===== config.mk =====
export PLATFORM = sky130hd
export DESIGN_NAME = seg_scanner
export DESIGN_NICKNAME = d
export VERILOG_FILES = /design/src/rtl/seg_scanner.sv
export SDC_FILE = /design/constraint.sdc
export NUM_CORES = 1
export LEC_CHECK = 0
export ABC_CLOCK_PERIOD_IN_PS = 2500
export CAP_MARGIN = 20
export CORE_MARGIN = 2
export CORE_UTILIZATION = 35
export DETAILED_ROUTE_END_ITERATION = 16
export GPL_ROUTABILITY_DRIVEN = 0
export GPL_TIMING_DRIVEN = 1
export PLACE_DENSITY = 0.62
export SYNTH_ARGS = -nofsm -noshare
export SYNTH_HDL_FRONTEND = slang
export SYNTH_SLANG_ARGS = --single-unit

===== constraint.sdc =====
create_clock -name clk -period 2.5 [get_ports clk]
set_input_delay 0.5 -clock clk [delete_from_list [all_inputs] [get_ports clk]]
set_output_delay 0.5 -clock clk [all_outputs]
set_load 0.01 [all_outputs]

===== src/rtl/seg_scanner.sv =====
// Multiplexed N-digit seven-segment driver: hex decode, tear-free frame loading,
// per-dwell blank guard, per-digit blank/blink, polarity-invert strap.
// Latency: outputs registered, 1 cycle behind scan state. No backpressure; load is accepted every cycle.
//
// Ports:
//   clk, rst_n     clock, synchronous active-low reset
//   invert         1 = common-anode polarity; digit_sel/segments complemented
//   load           one-cycle capture of digits_in/blank_mask/blink_mask into staging
//   digits_in      hex nibble per digit, digit i = bits [4i+3:4i]
//   blank_mask     1 = digit never lit
//   blink_mask     1 = digit blinks with period 2*BLINK_FRAMES frames
//   digit_sel      one-hot digit enable (polarity per invert)
//   segments       bit0=a .. bit6=g (polarity per invert)
//   frame_start    pulse on the first output cycle of digit 0 (never inverted)
module seg_scanner #(
   parameter int DIGITS       = 2,
   parameter int DWELL        = 1024,
   parameter int BLANK_CYCLES = 16,
   parameter int BLINK_FRAMES = 32
) (
   input  logic                clk,
   input  logic                rst_n,
   input  logic                invert,
   input  logic                load,
   input  logic [4*DIGITS-1:0] digits_in,
   input  logic [DIGITS-1:0]   blank_mask,
   input  logic [DIGITS-1:0]   blink_mask,
   output logic [DIGITS-1:0]   digit_sel,
   output logic [6:0]          segments,
   output logic                frame_start
);

   localparam int DW_W  = (DWELL > 1)        ? $clog2(DWELL)        : 1;
   localparam int IDX_W = (DIGITS > 1)       ? $clog2(DIGITS)       : 1;
   localparam int FR_W  = (BLINK_FRAMES > 1) ? $clog2(BLINK_FRAMES) : 1;

   localparam logic [DW_W-1:0]  DWELL_LAST = DW_W'(DWELL - 1);
   localparam logic [DW_W-1:0]  BLANK_END  = DW_W'(BLANK_CYCLES);
   localparam logic [IDX_W-1:0] IDX_LAST   = IDX_W'(DIGITS - 1);
   localparam logic [FR_W-1:0]  FRAME_LAST = FR_W'(BLINK_FRAMES - 1);

   typedef enum logic {
      PHASE_VISIBLE = 1'b0,
      PHASE_HIDDEN  = 1'b1
   } blink_phase_t;

   // scan state
   logic [DW_W-1:0]     dwell_cnt;
   logic [IDX_W-1:0]    digit_idx;
   logic [FR_W-1:0]     frame_cnt;
   blink_phase_t        blink_phase;

   // staging (written by load) and active (used for display) value sets
   logic [4*DIGITS-1:0] stg_digits;
   logic [DIGITS-1:0]   stg_blank;
   logic [DIGITS-1:0]   stg_blink;
   logic [4*DIGITS-1:0] act_digits;
   logic [DIGITS-1:0]   act_blank;
   logic [DIGITS-1:0]   act_blink;
   logic                load_pending;

   // combinational view of the current scan slot
   logic                dwell_wrap;
   logic                frame_boundary;
   logic                frame_head;
   logic [3:0]          cur_nib;
   logic                cur_blank;
   logic                cur_blink;
   logic                lit;
   logic [DIGITS-1:0]   sel_l;
   logic [6:0]          seg_l;

   function automatic logic [6:0] hex7(input logic [3:0] nib);
      logic [6:0] s;
      case (nib)
         4'h0: s = 7'h3F;
         4'h1: s = 7'h06;
         4'h2: s = 7'h5B;
         4'h3: s = 7'h4F;
         4'h4: s = 7'h66;
         4'h5: s = 7'h6D;
         4'h6: s = 7'h7D;
         4'h7: s = 7'h07;
         4'h8: s = 7'h7F;
         4'h9: s = 7'h6F;
         4'hA: s = 7'h77;
         4'hB: s = 7'h7C;
         4'hC: s = 7'h39;
         4'hD: s = 7'h5E;
         4'hE: s = 7'h79;
         default: s = 7'h71;
      endcase
      return s;
   endfunction

   always_comb begin
      dwell_wrap     = (dwell_cnt == DWELL_LAST);
      frame_boundary = dwell_wrap && (digit_idx == IDX_LAST);
      frame_head     = (dwell_cnt == '0) && (digit_idx == '0);

      // mux the active values of the selected digit
      cur_nib   = 4'h0;
      cur_blank = 1'b0;
      cur_blink = 1'b0;
      for (int i = 0; i < DIGITS; i++) begin
         if (digit_idx == IDX_W'(i)) begin
            cur_nib   = act_digits[4*i +: 4];
            cur_blank = act_blank[i];
            cur_blink = act_blink[i];
         end
      end

      // leading BLANK_CYCLES of every dwell stay dark so the previous digit's
      // segments never ghost onto the newly selected one
      lit = (dwell_cnt >= BLANK_END) && !cur_blank &&
            !(cur_blink && (blink_phase == PHASE_HIDDEN));

      sel_l = '0;
      for (int i = 0; i < DIGITS; i++) begin
         sel_l[i] = lit && (digit_idx == IDX_W'(i));
      end
      seg_l = lit ? hex7(cur_nib) : 7'h00;
   end

   always_ff @(posedge clk) begin
      if (!rst_n) begin
         dwell_cnt    <= '0;
         digit_idx    <= '0;
         frame_cnt    <= '0;
         blink_phase  <= PHASE_VISIBLE;
         stg_digits   <= '0;
         stg_blank    <= '0;
         stg_blink    <= '0;
         act_digits   <= '0;
         act_blank    <= '0;
         act_blink    <= '0;
         load_pending <= 1'b0;
         frame_start  <= 1'b0;
         digit_sel    <= {DIGITS{invert}};
         segments     <= {7{invert}};
      end else begin
         // scan counters
         if (dwell_wrap) begin
            dwell_cnt <= '0;
            digit_idx <= (digit_idx == IDX_LAST) ? '0 : digit_idx + 1'b1;
         end else begin
            dwell_cnt <= dwell_cnt + 1'b1;
         end

         // blink timebase advances once per frame
         if (frame_boundary) begin
            if (frame_cnt == FRAME_LAST) begin
               frame_cnt   <= '0;
               blink_phase <= (blink_phase == PHASE_VISIBLE) ? PHASE_HIDDEN : PHASE_VISIBLE;
            end else begin
               frame_cnt <= frame_cnt + 1'b1;
            end
         end

         // Active values only change on the frame boundary. A load landing on
         // the boundary itself bypasses staging so it is not delayed a frame.
         if (frame_boundary) begin
            if (load) begin
               act_digits <= digits_in;
               act_blank  <= blank_mask;
               act_blink  <= blink_mask;
            end else if (load_pending) begin
               act_digits <= stg_digits;
               act_blank  <= stg_blank;
               act_blink  <= stg_blink;
            end
            load_pending <= 1'b0;
         end else if (load) begin
            stg_digits   <= digits_in;
            stg_blank    <= blank_mask;
            stg_blink    <= blink_mask;
            load_pending <= 1'b1;
         end

         // registered outputs; invert applied live, frame_start never inverted
         frame_start <= frame_head;
         digit_sel   <= sel_l ^ {DIGITS{invert}};
         segments    <= seg_l ^ {7{invert}};
      end
   end

endmodule

### Word level (Yosys, flattened, before mapping)

Memory sizes are Yosys's and may differ from the RTL's.
Cells that the tools add are included.

* output and inout bits: 10
* flip-flop bits (word level): 52
* ROM bits: 112
* input bits: 16
* RAM bits: 0
* memories: 1
* bits in latches: 0
* word-level logic and storage cells: 57

* eq/ne operators: 2
* add/subtract/negate cells: 3
* divide/modulo/power cells: 0
* shift operators: 0
* multiplexer cells: 15
* reduce and logical (&&, ||, !) cells: 16
* $mul: 0
* bitwise operators: 5
* $lt $le $gt $ge: 1

Memory list
* (no name shown): depth 16, bits a word 7, rd ports 1, clocked after Yosys merged registers in 0, wr ports 0, RTL line 75 `case (nib)`

Operators with widths (count)
* $mux 8: 2
* $mux 7: 2
* $add 10x1->10 const B: 1
* $eq 10x10->1 const B: 1
* $ge 10x5->1 const B: 1
* $logic_not 10->1: 1
* $mux 2: 5
* $logic_and 1x1->1: 7
* $xor 7x7->7: 1
* $reduce_and 2->1: 3
* $add 5x1->5 const B: 1
* $eq 5x5->1 const B: 1
* $mux 5: 1
* $mux 1: 4
* $mux 4: 1
* $reduce_or 2->1: 2
* $not 1->1: 3
* $logic_not 1->1: 2
* $reduce_bool 2->1: 1
* $xor 2x2->2: 1
* $add 1x1->1 const B: 1

### Logic depth before layout (Yosys ltp)

* word-level depth: 7
* depth in mapped cells: 9
* mapped depth without buffers: 7

### Worst setup path before layout

No wires, ideal clock.

* path kind: flip-flop to flip-flop
* start point: reg digit_idx
* end point: reg segments[3]
* required time: 2.427 ns
* path slack: 0.290 ns
* buffers on the path: 2
* library setup time: 0.073 ns
* arrival time: 2.137 ns
* stages on the path, launching flop included: 9
* clock period less this slack: 2.210 ns
* path through: dfxtp_1 buf_2 buf_1 mux2i_1 inv_1 ha_1 mux4_2 nor2_1 xor2_1

* cells in the longest elaborated chain, start to end: 7
* elaborated cells between the ends (all ways): 12
* classes of those cells: 5 x mux; 1 x bitwise; 5 x reduce/logical; 1 x memory

Ends and longest elaborated chain
* start, declared: RTL line 49 `logic [IDX_W-1:0] digit_idx;`
* start signal, assigned: RTL line 145 `digit_idx <= (digit_idx == IDX_LAST) ? '0 : digit_idx + 1'b1;`
* branches (longest 4 deep; another with $mem_v2 16x7)
* $mux 7 (*): RTL line 122 `seg_l = lit ? hex7(cur_nib) : 7'h00;`
* $xor 7x7->7 (*): RTL line 183 `segments <= seg_l ^ {7{invert}};`
* $mux 7 (*): RTL line 126 `if (!rst_n) begin`
* end signal, assigned: RTL line 140 `segments <= {7{invert}};`
* end signal, assigned: RTL line 183
* end, declared: RTL line 29 `output logic [6:0] segments,`

Mark *: on every way between the ends.
A chain may end at the register's enable or synchronous reset.

### Final worst setup path

* start point: reg digit_idx
* end point: reg segments[2]

Same word-level chain as after synthesis.

==> impl_results.md <==
- Type of the tightest min-delay check: register to register
- Net count after synthesis: 297
- CTS Buf Count: 5
- Fin crit share: 80.82%
- Tot GR Track Use: 11.86%
- Detailed-route via count: 1843
- Total die area: 7778 um2
- Post-CTS Setup Inserts: 0
- Hpwl dp: 3.107 mm
- Hold Vio Cnt, Final: 0
- Worst path cell trace: buf_4 > mux2_2 > a211oi_2 > and2_1 > o221ai_1 > xnor2_1
- Type of the worst setup path: register to register
- Internal power: 1.121 mW
- PnR Total Power: 1.488 mW
- CP delay by family, top: compound AO/OA/AOI/OAI gates
- Area of the multi-input gates: 1331 um2
- Critical-path top delay cell: dfxtp_1
- Synth area leaders: dfxtp_1 (42%), mux2i_1 (7.3%), nor2_1 (5.4%)
- P_sw: 0.3668 mW
- Largest net degree at the start of global routing: 26
- Detailed Routing Iterations Pass 1: 4
- Worst EP required: 2690 ps
- Fillers: 704
- Status: finished, final reports clean
- Number of global-route vias before repair: 1606
- Htree depth: 2
- Placeable Area: 6832 um2
- FMAX: 494.9 MHz
- Synth Register Bits: 52
- Crit path buffers/inverters: 1
- Synth area leader: dfxtp_1
- Clk buf depth: 2
- Die X: 88.20 um
- Most common cell after layout, fill and taps aside: dfxtp_1
- Number of synthesized flops with an enable pin: 0
- Area grow syn2layout: 18.15%
- FF/Latch Area: 1041 um2
- Worst-path clk slew: 100 ps
- Switch share: 24.65%
- Placed cells: 386
- I/O pins: 26
- Leakage: 1.129 nW
- Share of layout cells above drive strength 1: 11.74%
- Post-Syn Instances: 272
- Final Slew Violations: 0
- Fin crit period: 2021 ps
- Post-CTS resize count: 0
- Clock Skew: 6.430 ps
- Hold-fix buffers, CTS: 0
- Chip Height: 88.20 um
- Skew-Pair Late Insertion Delay: 310 ps
- Antenna violations before repair: 0
- Post-synthesis sequential area ratio: 41.96%
- Starting Density: 36.32%
- CTS tree: yes
- Initial DRC Count: 79
- Top FF cell, synth: dfxtp_1
- Power per cell area: 507.5 nW/um2
- Worst hold slack: 473.1 ps
- CTS Root Cell: clkbuf_8
- WL/cell: 11.01 um
- Top cell type's share of synthesized area: 41.96%
- Most frequent cells in the layout: dfxtp_1 (52), nor2_1 (36), nand2_1 (29), clkdlybuf4s50_1 (25), nand3_1 (20)
- RSZ-0062 raised after global routing: no
- First-pass GRT wire length: 7.251 mm
- Synth unique cells: 35
- Crit end category: register
- DRC violations left: 0
- Largest stage delay, worst path: 390 ps
- Async S/R FF share, synth: 0%
- Diodes inserted: 0
- YS warnings: 0
- Clock share of power: 33.0%
- Final setup fails: 0
- Setup tns final: 0 ps
- Type of origin of the critical path: register
- Grt total ovfl: 0
- Clk sinks: 52
- # nets final: 322
- DRT antenna net count: 0
- Max FO, Critical Path: 15
- Relative slew margins: 67.35%
- Max_cap viols: 0
- Final Non-Filler Cells: 394
- Via/cell ratio: 4.678
- Worst slew pin tran: 488.2 ps
- Drt total wl: 4.339 mm
- CP arrival: 2210 ps
- Buffers on Ports: 25
- Comb pwr share: 8.8%
- Sequential share of power: 58.2%
- Peak supply drop: 0.0002650 V
- Syn Std Cell Area: 2481 um2
- Mean post-synth cell area: 9.122 um2
- # rows: 30
==> per-stage QoR <==
stage	util, %	instance area (um2)	worst slack, ps
floorplan	-	2481	289.8
global placement	41.58	2840	489.1
detailed placement	41.58	2840	460.1
CTS	42.91	2932	466.3
global route	42.91	2932	298.3
finish	42.91	2932	479.5
==> power groups by stage <==
stage | combinational (mW) | clock [mW] | sequential [mW]
global placement | 0.130 | 0 | 0.885
detailed placement | 0.131 | 0 | 0.886
CTS | 0.132 | 0.515 | 0.867
global route | 0.145 | 0.541 | 0.870
floorplan | 0.0660 | 0 | 0.889
finish | 0.131 | 0.491 | 0.866
==> worst reg2reg max path, cell delays in order (launching register included) <==
cell and delay, ps:
dfxtp_1 390, buf_4 230, mux2_2 370, a211oi_2 340, and2_1 270, o221ai_1 160, xnor2_1 140
==> Yosys cell counts, types with 4 or more instances <==
cell / number
mux2i_1: 18
nand3_1: 20
nor2_1: 36
clkbuf_1: 7
o21ai_0: 15
a211oi_1: 6
mux2_2: 5
o211ai_1: 4
nand2_1: 29
xor2_1: 9
ha_1: 9
inv_1: 7
xnor2_1: 10
a211oi_2: 9
dfxtp_1: 52
and3_1: 5
==> flip-flops by register name (all words and copies together), names as in the netlist <==
signal        cells
act_blink         2
frame_start       1
frame_cnt         5
digit_idx         1
act_digits        8
blink_phase       1
dwell_cnt        10
stg_blink         2
load_pending      1
digit_sel         2
act_blank         2
stg_blank         2
stg_digits        8
segments          7
==> final timing paths <==
| check | slack, ps | from | cells after the start | to |
|---|---|---|---|---|
| max | 480 | digit_idx | 6 | segments[2] |
| min | 470 | stg_digits[1] | 2 | stg_digits[1] |
| min reg2reg | 470 | stg_digits[1] | 2 | stg_digits[1] |
| max reg2reg | 480 | digit_idx | 6 | segments[2] |
==> cell type report <==
class	count	share of cell area, %
Clock buffer	5	2.347
Clock inverter	3	0.7682
Inverter	8	1.024
Multi-Input combinational cell	196	45.41
Sequential cell	52	35.51
Tap cell	96	4.097
Timing Repair Buffer	34	10.84
==> cell families after synthesis <==
family                   after synthesis  synth area share, %
AND/OR/NAND/NOR                      104                19.82
AO/OA/AOI/OAI                         40                12.15
flip-flops                            52                41.96
multiplexers                          24                10.44
adder cells (fa/ha/maj)                9                4.539
buffers and inverters                 24                4.387
XOR/XNOR                              19                6.707
==> routing by layer <==
layer,up-vias,wire length [um],GRT usage (%)
met3,5,183,3.676
met2,41,1807,17.57
met4,0,61,3.581
met5,-,0,0
li1,982,-,-
met1,815,2287,16.57
Power figures use the tool's default switching activity.
==> RTL edit: new RTL, same settings <==
Change the parameter `DIGITS` from 2 to 1.
--- a/src/rtl/seg_scanner.sv
+++ b/src/rtl/seg_scanner.sv
@@ -13,7 +13,7 @@
 //   segments       bit0=a .. bit6=g (polarity per invert)
 //   frame_start    pulse on the first output cycle of digit 0 (never inverted)
 module seg_scanner #(
-   parameter int DIGITS       = 2,
+   parameter int DIGITS       = 1,
    parameter int DWELL        = 1024,
    parameter int BLANK_CYCLES = 16,
    parameter int BLINK_FRAMES = 32
Ports: changed (resized blank_mask, blink_mask, digit_sel and digits_in); port bits go from 26 to 19. No check against the original RTL was run, so the function may have changed too.
==> RTL edit against the original RTL <==
Area after synthesis down 26%; final area shrank 25%; routed wire length down 24%; power shrank 22%; global-route usage is 1.0 points higher; sequential cell count down 14; setup slack better by 0.013 ns.
==> RTL edit: results (changes against the original RTL) <==
- Vias: 1,391 (was 1,843)
- Die Span X: 76.6 microns (was 88.2 microns)
- Post-synthesis compound-gate area fraction: 14.4% (was 12.2%)
- Dominant synthesized flop cell: dfxtp_1 (unchanged)
- Yosys cell types: 38 (was 35)
- Worst Hold End: stg_digits[2] (was stg_digits[1])
- WS Path Type: register to register (unchanged)
- Clock Tree Buf Depth: 2 (unchanged)
- Min-delay worst type: register to register (unchanged)
- Worst R2R End: frame_cnt[3] (was segments[2])
- Worst R2R Path Depth: 5 (was 6)
- Clk_lat worst skew: 0.28 ns (was 0.31 ns)
- YS warnings: 0 (unchanged)
- Largest cells by area after synthesis: dfxtp_1 41%, ha_1 6.1%, nand2_1 6.1% (was dfxtp_1 42%, mux2i_1 7.3%, nor2_1 5.4%)
- Post-Syn Instances: 206 (was 272)
- I/O Buffers: 18 (was 25)
- NumNets Final: 243 (was 322)
- Diode count: 0 (unchanged)
- Root buf cell: clkbuf_8 (unchanged)
- Post-synthesis sequential area ratio: 41.2% (was 42.0%)
- Initial drt markers: 40 (was 79)
- P_int: 0.000896 W (was 0.00112 W)
- Largest registers: dwell_cnt: 10 flops, segments: 7 flops, frame_cnt: 5 flops (was dwell_cnt: 10 flops, act_digits: 8 flops, stg_digits: 8 flops)
- Largest net degree at the start of global routing: 36 (was 26)
- # fillers: 525 (was 704)
- CTS HTree Levels: 2 (unchanged)
- Post-synthesis mux area share: 7.93% (was 10.4%)
- Vias in the first global route: 1,346 (was 1,606)
- CP top delay family: simple AND/OR/NAND/NOR gates (was compound AO/OA/AOI/OAI gates)
- Layout cells sized above 1: 8.44% (was 11.7%)
- Routed length per instance: 11.2 microns (was 11.0 microns)
- First-pass GRT wire length: 6.08 mm (was 7.25 mm)
- Synth Area in Adders: 6.10% (was 4.54%)
- Setup Skew: 0.00293 ns (was 0.00643 ns)
- Via-per-instance ratio: 4.72 (was 4.68)
- Total Routing Usage GR: 12.9% (was 11.9%)
- Critical-path maximum fanout: 9 (was 15)
- Postcts setup bufs: 0 (unchanged)
- Worst R2R Setup Slack: 0.49 ns
- R2R Path Start: dwell_cnt[0] (was digit_idx)
- Dpl cells: 287 (was 386)
- Hold_sp: stg_digits[2] (was stg_digits[1])
- CP arrival: 2.23 ns (was 2.21 ns)
- VDD IR-drop max: 0.269 mV (was 0.265 mV)
- Synth top cells by count: 38 x dfxtp_1, 30 x nand2_1, 13 x nor2_1, 12 x o21ai_0, 11 x nand3_1 (was 52 x dfxtp_1, 36 x nor2_1, 29 x nand2_1, 20 x nand3_1, 18 x mux2i_1)
- Slowest-stage cell, CP: or4_1 (was dfxtp_1)
- Outcome: completed (unchanged)
- Post-synthesis xor/xnor area fraction: 6.17% (was 6.71%)
- Clock slew at reported path FFs: 0.07 ns (was 0.10 ns)
- Cts bufs inserted: 5 (unchanged)
- P_leak: 0.899 nW (was 1.13 nW)
- DP HPWL: 2.35 mm (was 3.11 mm)
- Syn Nets: 225 (was 297)
- Slew Limit Headroom: 61.3% (was 67.3%)
- Ys async rst share: 0% (unchanged)
- Crit path largest cell delay: 0.50 ns (was 0.39 ns)
==> RTL edit: cell types whose count changed after synthesis, sizes merged, moves of 9 or more <==
cell	change
nor2	-23
a211oi	-14
dfxtp	-14
mux2i	-9
nand3	-9
==> RTL edit: how the worst max path moves through the flow <==
stage	endpoint	slack, ns	depth (start not counted)
6_report	frame_cnt[3]	0.49	5
5_1_grt	frame_cnt[3]	0.28	5
2_1_floorplan	frame_cnt[3]	0.67	6
3_3_place_gp	segments[4]	0.43	5
4_1_cts	frame_cnt[3]	0.47	5
3_5_place_dp	segments[4]	0.37	5
==> RTL edit: logic make-up (layout without fill, tap and decap cells) <==
kind of cell | after synthesis | after routing
fa+ha+maj | 9 | 9
mux | 13 | 13
simple gates | 78 | 78
xor+xnor | 13 | 13
buf+inv | 18 | 37
flops | 38 | 38
compound gates | 37 | 37
==> RTL edit: cell type report <==
type	count	area, sq um	share of cell area (%)
Clock buffer	7	86.3	3.94
Clock inverter	1	5.00	0.228
Inverter	7	26.3	1.20
Multi-Input combinational cell	150	1020	46.4
Sequential cell	38	761	34.7
Tap cell	70	87.6	3.99
Timing Repair Buffer	22	210	9.58
==> RTL edit: worst register-to-register path, delay by kind of cell, from the launching register on <==
kind	cells	cell delay (ns)
AO/OA/AOI/OAI	1	0.14
adder cells (fa/ha/maj)	1	0.26
flip-flops	1	0.39
AND/OR/NAND/NOR	3	1.15
==> RTL edit: power by group through the flow <==
| stage | Sequential [W] | Combinational, W | Clock (W) |
|---|---|---|---|
| after floorplan | 0.000651 | 0.0000444 | 0 |
| after global placement | 0.000648 | 0.0000903 | 0 |
| after detailed placement | 0.000648 | 0.0000907 | 0 |
| after CTS | 0.000634 | 0.0000911 | 0.000447 |
| after global routing | 0.000637 | 0.000103 | 0.000483 |
| final | 0.000634 | 0.0000898 | 0.000430 |
==> RTL edit: metrics by stage <==
stage                     util [%]  power, W  hold slack (ns)  worst slack [ns]  area, sq um
final                         42.9   0.00115            0.469             0.492         2190
after global routing          42.9   0.00122            0.495             0.284         2190
after CTS                     42.9   0.00117            0.474             0.474         2190
after detailed placement      41.2  0.000739            0.460             0.370         2100
after global placement        41.2  0.000738            0.453             0.430         2100
after floorplan                  -  0.000696            0.437             0.666         1850
==> RTL edit: per-layer routing <==
layer,track usage [%],share of wire [%]
met1,17.8,51
met3,2.96,2.5
met5,0,0
met4,6.91,2.9
met2,18.6,43
